## src/rtl/shift_unit_seq_if.sv

```systemverilog
// Request/response bundle for shift_unit_seq: operand, op and amount in; result, carry and zero flag out.
interface shift_unit_seq_if #(
  parameter int WIDTH = 16,
  parameter int AMT_W = $clog2(WIDTH) + 1
);
  logic             in_valid;
  logic             in_ready;
  logic [WIDTH-1:0] in_data;
  logic [1:0]       in_op;
  logic [AMT_W-1:0] in_amt;
  logic             out_valid;
  logic             out_ready;
  logic [WIDTH-1:0] out_data;
  logic             out_carry;
  logic             out_zero;

  modport master (
    output in_valid, in_data, in_op, in_amt, out_ready,
    input  in_ready, out_valid, out_data, out_carry, out_zero
  );

  modport slave (
    input  in_valid, in_data, in_op, in_amt, out_ready,
    output in_ready, out_valid, out_data, out_carry, out_zero
  );
endinterface

```

## src/rtl/shift_unit_seq.sv

```systemverilog
// Multi-cycle shifter: pass/LSL/LSR/ASR, at most STEP bit positions per clock, valid/ready on both sides.
module shift_unit_seq #(
  parameter int WIDTH = 16,
  parameter int STEP  = 1,
  parameter int AMT_W = $clog2(WIDTH) + 1
) (
  input  logic                  clk,
  input  logic                  reset_n,
  shift_unit_seq_if.slave       bus,
  output logic [1:0]            state_o
);
  // Handshake: a transfer happens on a rising edge where valid and ready are both high;
  // valid never depends on ready, and the result is held unchanged while out_valid waits.
  typedef enum logic [1:0] {
    IDLE  = 2'd0,
    SHIFT = 2'd1,
    DONE  = 2'd2
  } state_t;

  localparam logic [AMT_W-1:0] WIDTH_A = AMT_W'(WIDTH);
  localparam logic [AMT_W-1:0] STEP_A  = AMT_W'(STEP);

  state_t           state_q, state_d;
  logic [WIDTH-1:0] data_q, data_d;
  logic [1:0]       op_q, op_d;
  logic [AMT_W-1:0] rem_q, rem_d;
  logic             carry_q, carry_d;

  logic [AMT_W-1:0] n_clamp;
  logic [AMT_W-1:0] k;
  logic [WIDTH-1:0] sh_data;
  logic             sh_carry;
  logic             in_ready_c;
  logic             out_valid_c;

  always_ff @(posedge clk or negedge reset_n) begin
    if (!reset_n) begin
      state_q <= IDLE;
      data_q  <= '0;
      op_q    <= 2'b00;
      rem_q   <= '0;
      carry_q <= 1'b0;
    end else begin
      state_q <= state_d;
      data_q  <= data_d;
      op_q    <= op_d;
      rem_q   <= rem_d;
      carry_q <= carry_d;
    end
  end

  always_comb begin
    n_clamp     = (bus.in_amt > WIDTH_A) ? WIDTH_A : bus.in_amt;
    k           = (rem_q > STEP_A) ? STEP_A : rem_q;
    sh_data     = data_q;
    sh_carry    = carry_q;
    state_d     = state_q;
    data_d      = data_q;
    op_d        = op_q;
    rem_d       = rem_q;
    carry_d     = carry_q;
    in_ready_c  = 1'b0;
    out_valid_c = 1'b0;

    // A k-bit step is unrolled as k single-bit steps so carry is the last bit out.
    for (int i = 0; i < STEP; i++) begin
      if (i < int'(k)) begin
        case (op_q)
          2'b01: begin
            sh_carry = sh_data[WIDTH-1];
            sh_data  = {sh_data[WIDTH-2:0], 1'b0};
          end
          2'b10: begin
            sh_carry = sh_data[0];
            sh_data  = {1'b0, sh_data[WIDTH-1:1]};
          end
          2'b11: begin
            sh_carry = sh_data[0];
            sh_data  = {sh_data[WIDTH-1], sh_data[WIDTH-1:1]};
          end
          default: ;
        endcase
      end
    end

    case (state_q)
      IDLE: begin
        in_ready_c = 1'b1;
        if (bus.in_valid) begin
          data_d  = bus.in_data;
          op_d    = bus.in_op;
          carry_d = 1'b0;
          if (bus.in_op == 2'b00 || n_clamp == '0) begin
            rem_d   = '0;
            state_d = DONE;
          end else begin
            rem_d   = n_clamp;
            state_d = SHIFT;
          end
        end
      end
      SHIFT: begin
        data_d  = sh_data;
        carry_d = sh_carry;
        rem_d   = rem_q - k;
        if (rem_q == k) state_d = DONE;
      end
      DONE: begin
        out_valid_c = 1'b1;
        if (bus.out_ready) state_d = IDLE;
      end
      default: state_d = IDLE;
    endcase
  end

  assign bus.in_ready  = in_ready_c;
  assign bus.out_valid = out_valid_c;
  assign bus.out_data  = data_q;
  assign bus.out_carry = carry_q;
  assign bus.out_zero  = (data_q == '0);
  assign state_o       = state_q;
endmodule

```

## src/flat_wrapper.sv

```systemverilog
// flat-port wrapper written by rule: the top's interface ports become plain ports
module shift_unit_seq_flat 
#(
  parameter int WIDTH = 16,
  parameter int STEP  = 1,
  parameter int AMT_W = $clog2(WIDTH) + 1
)
  (clk, reset_n, state_o, bus_in_valid, bus_in_data, bus_in_op, bus_in_amt, bus_out_ready, bus_in_ready, bus_out_valid, bus_out_data, bus_out_carry, bus_out_zero);
  shift_unit_seq_if #(.WIDTH(WIDTH), .AMT_W(AMT_W)) bus_i ();
  input  logic clk;
  input  logic reset_n;
  output logic [1:0] state_o;
  input wire logic [$bits(bus_i.in_valid)-1:0] bus_in_valid;
  input wire logic [$bits(bus_i.in_data)-1:0] bus_in_data;
  input wire logic [$bits(bus_i.in_op)-1:0] bus_in_op;
  input wire logic [$bits(bus_i.in_amt)-1:0] bus_in_amt;
  input wire logic [$bits(bus_i.out_ready)-1:0] bus_out_ready;
  output wire logic [$bits(bus_i.in_ready)-1:0] bus_in_ready;
  output wire logic [$bits(bus_i.out_valid)-1:0] bus_out_valid;
  output wire logic [$bits(bus_i.out_data)-1:0] bus_out_data;
  output wire logic [$bits(bus_i.out_carry)-1:0] bus_out_carry;
  output wire logic [$bits(bus_i.out_zero)-1:0] bus_out_zero;
  assign bus_i.in_valid = bus_in_valid;
  assign bus_i.in_data = bus_in_data;
  assign bus_i.in_op = bus_in_op;
  assign bus_i.in_amt = bus_in_amt;
  assign bus_i.out_ready = bus_out_ready;
  assign bus_in_ready = bus_i.in_ready;
  assign bus_out_valid = bus_i.out_valid;
  assign bus_out_data = bus_i.out_data;
  assign bus_out_carry = bus_i.out_carry;
  assign bus_out_zero = bus_i.out_zero;
  shift_unit_seq #(.WIDTH(WIDTH), .STEP(STEP), .AMT_W(AMT_W)) u_core (.clk(clk), .reset_n(reset_n), .bus(bus_i), .state_o(state_o));
endmodule
```

## config.mk

```make
export PLATFORM = sky130hd
export DESIGN_NAME = shift_unit_seq_flat
export DESIGN_NICKNAME = d
export VERILOG_FILES = /design/src/rtl/shift_unit_seq_if.sv /design/src/rtl/shift_unit_seq.sv /design/src/flat_wrapper.sv
export SDC_FILE = /design/constraint.sdc
export NUM_CORES = 1
export LEC_CHECK = 0
export ABC_AREA = 1
export ABC_CLOCK_PERIOD_IN_PS = 1800
export CORE_MARGIN = 2
export CORE_UTILIZATION = 40
export CTS_CLUSTER_DIAMETER = 60
export DETAILED_ROUTE_END_ITERATION = 16
export PLACE_DENSITY = 0.71
export SLEW_MARGIN = 20
export SYNTH_ARGS = -nofsm -noshare
export SYNTH_HDL_FRONTEND = slang
export SYNTH_SLANG_ARGS = --single-unit
```

## constraint.sdc

```tcl
create_clock -name clk -period 1.8 [get_ports clk]
set_input_delay 0.36 -clock clk [delete_from_list [all_inputs] [get_ports clk]]
set_output_delay 0.36 -clock clk [all_outputs]
set_load 0.05 [all_outputs]
```

### Word-level counts from Yosys, hierarchy flattened

Index checks and enable logic that the tools add are counted.

| storage, ports and cells | value |
|---|---|
| register bits | 26 |
| input bits | 27 |
| output and inout bits | 22 |
| word-level logic and storage cells | 57 |

| operators by class | value |
|---|---|
| add/sub/neg operators | 1 |
| magnitude comparators | 3 |
| eq/ne operators | 14 |
| mux-type cells | 20 |
| reductions and logical operators | 13 |

Operator list:

| operator | number |
|---|---|
| case mux 16 bit (3 select lines) | 1 |
| two-way mux 16 bit | 2 |
| case mux 16 bit (2 select lines) | 1 |
| two-way mux 5 bit | 4 |
| logical NOT 16 bit | 1 |
| case mux 5 bit (2 select lines) | 1 |
| two-way mux 2 bit | 4 |
| AND reduction 4 bit | 2 |
| equality test 2 bit (second input constant) | 3 |
| inequality test 2 bit (second input constant) | 3 |
| inequality test 3 bit (second input constant) | 2 |
| case mux 2 bit (3 select lines) | 1 |
| equality test 5 bit | 1 |
| > comparator 5 x 1 -> 1 bit (second input constant) | 1 |
| > comparator 5 bit (second input constant) | 1 |
| logical NOT 5 bit | 1 |
| < comparator 1 x 5 -> 1 bit (first input constant) | 1 |
| AND reduction 5 bit | 1 |
| subtractor 5 bit | 1 |
| equality test 2 x 1 -> 1 bit (second input constant) | 2 |
| logical NOT 2 bit | 2 |
| two-way mux 1 bit | 4 |
| inequality test 2 x 1 -> 1 bit (second input constant) | 2 |
| inequality test 4 bit (second input constant) | 1 |
| other kinds (6) | 8 |

### Longest topological paths before layout

| depth | value |
|---|---|
| word-level depth | 7 |
| mapped depth | 10 |
| mapped depth without buffers | 10 |

### Worst setup path before layout

Ideal clock, no wire load.

| timing path | value |
|---|---|
| path type | reg2reg |
| start | reg u_core.state_q[1] (netlist: u_core.state_o[1]) |
| end | reg u_core.state_q[0] (netlist: u_core.state_o[0]) |
| setup time | 128 ps |
| data arrival time | 1924 ps |
| data required time | 1672 ps |
| setup slack | -252 ps |
| cell stages (with the launch flop) | 6 |
| period minus slack after synthesis | 2052 ps |
| cell sequence | dfrtp_1 > inv_1 > nor2_1 > nand2_1 > nand3_1 > o21ai_0 |

| between the ends | value |
|---|---|
| word-level cells in the longest chain between the ends | 3 |

RTL lines:

| item | line | RTL |
|---|---|---|
| start: declaration | shift_unit_seq.sv:23 | `state_t state_q, state_d;` |
| start signal: assignment | shift_unit_seq.sv:44 | `state_q <= state_d;` |
| equality test 2 x 1 -> 1 bit, or another cell as far along | shift_unit_seq.sv:86 | `case (state_q)` |
| inequality test 2 x 1 -> 1 bit (no line) / inequality test 2 bit (equally long branches) | n/a |  |
| AND reduction 3 bit (no line) | n/a |  |

Several ways; a longest one is shown, not always the timed one.
A chain may end at the register's enable or synchronous reset.

### Final worst setup path

| timing path | value |
|---|---|
| start | reg u_core.data_q[3] (netlist: u_core.bus.out_data[3]) |
| end | out bus_out_zero |

| between the ends | value |
|---|---|
| word-level cells in the longest chain between the ends | 1 |

RTL lines:

| item | line | RTL |
|---|---|---|
| start: declaration | shift_unit_seq.sv:24 | `logic [WIDTH-1:0] data_q, data_d;` |
| start signal: assignment | shift_unit_seq.sv:45 | `data_q <= data_d;` |
| logical NOT 16 bit | shift_unit_seq.sv:120 | `assign bus.out_zero = (data_q == '0);` |
| end: declaration | flat_wrapper.sv:22 | `output wire logic [$bits(bus_i.out_zero)-1:0] bus_out_zero;` |

Every way passes these cells.

==> impl_metrics.ini <==
[routing]
wirelength_mm = 4.20
wl_per_cell_um = 11.3
drt-pass1-iter-count = 4
drtIter0Drc = 123
via_per_inst = 4.86
drc = 0
num_vias = 1802
ant_nets = 0

[synthesis]
ys.warnings.count = 0
synth_area_mm2 = 0.00182
ys_seq_elements = 26
async_reset_ff_share_pct = 100
synth_cells = 267
seq_area_frac_synth_pct = 35.7
yosysMostFrequentCell = nand2_1
synth_area_leaders = dfrtp_1, nand2_1, o21ai_2
yosys-mux-area-fraction_pct = 0
synth-compound-area-share_pct = 11.0
synth_top_area_share_pct = 35.7
synth_edf_count = 0
synth.avg_cell_area_um2 = 6.82
synthAdderAreaFrac_pct = 2.75
synth_cell_types = 21
netlist.top_cell.by_area = dfrtp_1
yosys.area_share.simple_pct = 39.7
synth_common_cells = nand2_1, inv_1, dfrtp_1, nand3_1, o21ai_2
synth-xor-area-share_pct = 0
synthFlopType = dfrtp_1
synth_fp_nets = 298
synth_top_family_by_area = simple AND/OR/NAND/NOR gates

[floorplanning]
io_pins = 49
die_x_um = 71.5
die_y_um = 71.5
dieArea_mm2 = 0.00511
placementRows = 24
initial_core_util_pct = 41.5
coreArea_mm2 = 0.00438

[sta]
skew_ns = 0.00234
relSlewSlack_pct = 76.7
tns_ns = 0
fin_ws_ns = 0.0293
report.final.setup_viol = 0
post-route-min-period_ns = 1.77
slew_viol_final = 0
finalCritPeriodShare_pct = 98.4
grt_setup_unrepaired = true
fmax_mhz = 565
hold_viol = 0
worstMarginPinSlew_ns = 0.350
holdWs_ns = 0.456

[grt]
global_route.overflow_total = 0
antenna_found_initial = 0
first_global_vias = 1685
grt_max_degree = 31
track_usage_pct = 16.8
grt_pass1_wl_mm = 7.04

[clock_tree]
numCtsBuffers = 3
cts.sinks = 26
clkLatencyLatePin_ns = 0.27
clkTransAtPathRegs_ns = 0.09
max-clock-path-buffers = 2
htreeDepth = 1
tritoncts = done
cts_root_buffer = clkbuf_8

[pwr]
intPower_uw = 2360
p_per_area_mw_per_mm2 = 2130
p_comb_share_pct = 70.1
swShare_pct = 55.2
p_switching_uw = 2900
leakage_uw = 0.00127
seqPwrFrac_pct = 22.7
clockPowerShare_pct = 7.2
irDropWorstVdd_v = 0.00122

[layout]
n_antenna_cell = 0
drive_above_1_share_pct = 20.7
design_area_mm2 = 0.00246
layout.area.seq_um2 = 653
fill_cells = 428
syn2layout_area_growth_pct = 35.4
final_nets = 351
multi_input_area_mm2 = 0.00101

[setup_path]
crit_type = flop to output port
crit_chain = nor4_4 -> nand2_1 -> nor2_2 -> buf_12
critPathSlowestCell = dfrtp_1
critPathBufInv = 1
worstSetupStartpointType = flop
end_kind = output port
critPathMaxStageDelay_ns = 0.43
regToRegSetupSlack_ns = 0.17
cp_max_fo = 2
path_delay_family = simple AND/OR/NAND/NOR gates
cp.arrival_ns = 1.41
worstPathRequired_ns = 1.44

[place]
gp_congestion = 0.794
pre_cts_slack_ns = 0.103
io_buffers = 48
dp_hpwl_mm = 3.09
dpl_cell_area_mm2 = 0.00234

[min_path]
hold_class = input pin to async pin

[outcome]
status = finished, final reports clean

[job]
drv_cap = 0
per-stage QoR:
step           total power [uW]  cells  util (%)
2_1_floorplan              3830    267         -
3_3_place_gp               4690    363      53.4
3_5_place_dp               4740    363      53.4
4_1_cts                    5170    368      55.1
5_1_grt                    5700    371      56.2
6_report                   5260    371      56.2
placed cells by master, fill, tap and decap left out:
master,Yosys,routed
nand2_1,110,110
buf_12,0,4
clkinvlp_4,0,2
dfrtp_2,0,2
nand2_4,1,1
nor2_8,1,1
a21oi_1,4,4
clkbuf_8,0,4
clkdlybuf4s50_1,0,26
buf_4,3,26
nand3_1,26,26
o211ai_1,1,1
dfrtp_1,26,24
nor4_1,4,2
o21ai_0,7,7
inv_1,33,32
nor2_4,3,4
inv_2,2,2
nand4_1,4,4
nor2_2,2,3
nor4_4,0,2
o21ai_2,15,15
ha_1,4,4
nor2_1,14,12
o22ai_1,1,1
worst paths after layout:
| kind | start | end | cells past startpoint |
|---|---|---|---|
| max | u_core.bus.out_data[3] | bus_out_zero | 4 |
| min | reset_n | u_core.bus.out_data[4] | 2 |
| max reg2reg | u_core.op_q[0] | u_core.bus.out_data[8] | 9 |
| min reg2reg | u_core.bus.out_carry | u_core.bus.out_carry | 2 |
| max in group asynchronous | reset_n | u_core.state_o[1] | 2 |
| min in group clk | u_core.bus.out_carry | u_core.bus.out_carry | 2 |
cells by family after synthesis:
family / after synthesis
simple gates: 165
buf+inv: 44
compound gates: 28
flops: 26
fa+ha+maj: 4
repair_timing:
action / CTS / global route
buffers inserted: 1 / 2
gates cloned: 0 / 1
hold endpoints to repair: 0 / 0
pin swaps: 2 / 4
resized for setup: 2 / 6
setup endpoints to repair: 1 / 3
hold buffers: 0 / 0
layer usage:
metal	vias to the layer above	global-route usage, %	routed length [um]
met5	-	0	0
met1	812	21.0	1870
met2	36	30.1	2110
met4	0	4.40	34
li1	950	-	-
met3	4	2.39	184
power groups by stage:
stage,logic (uW),registers [uW],clock network (uW)
after CTS,3610,1170,391
after detailed placement,3580,1170,0
after global placement,3520,1160,0
final,3690,1190,380
after global routing,4040,1240,421
after floorplan,2010,1820,0
flip-flops by register name (all words and copies together), names as in the netlist:
signal	flops
u_core.bus.out_data	16
u_core.rem_q	5
u_core.op_q	2
u_core.state_o	2
u_core.bus.out_carry	1
layout make-up:
type                       count  area share [%]
timing repair inverter         1           0.305
sequential                    26            26.5
inverter                      35            5.48
tap                           52            2.64
multi-input combinational    197            41.1
timing repair buffer          56            21.7
clock buffer                   4            2.23
Power figures use the tool's default switching activity.
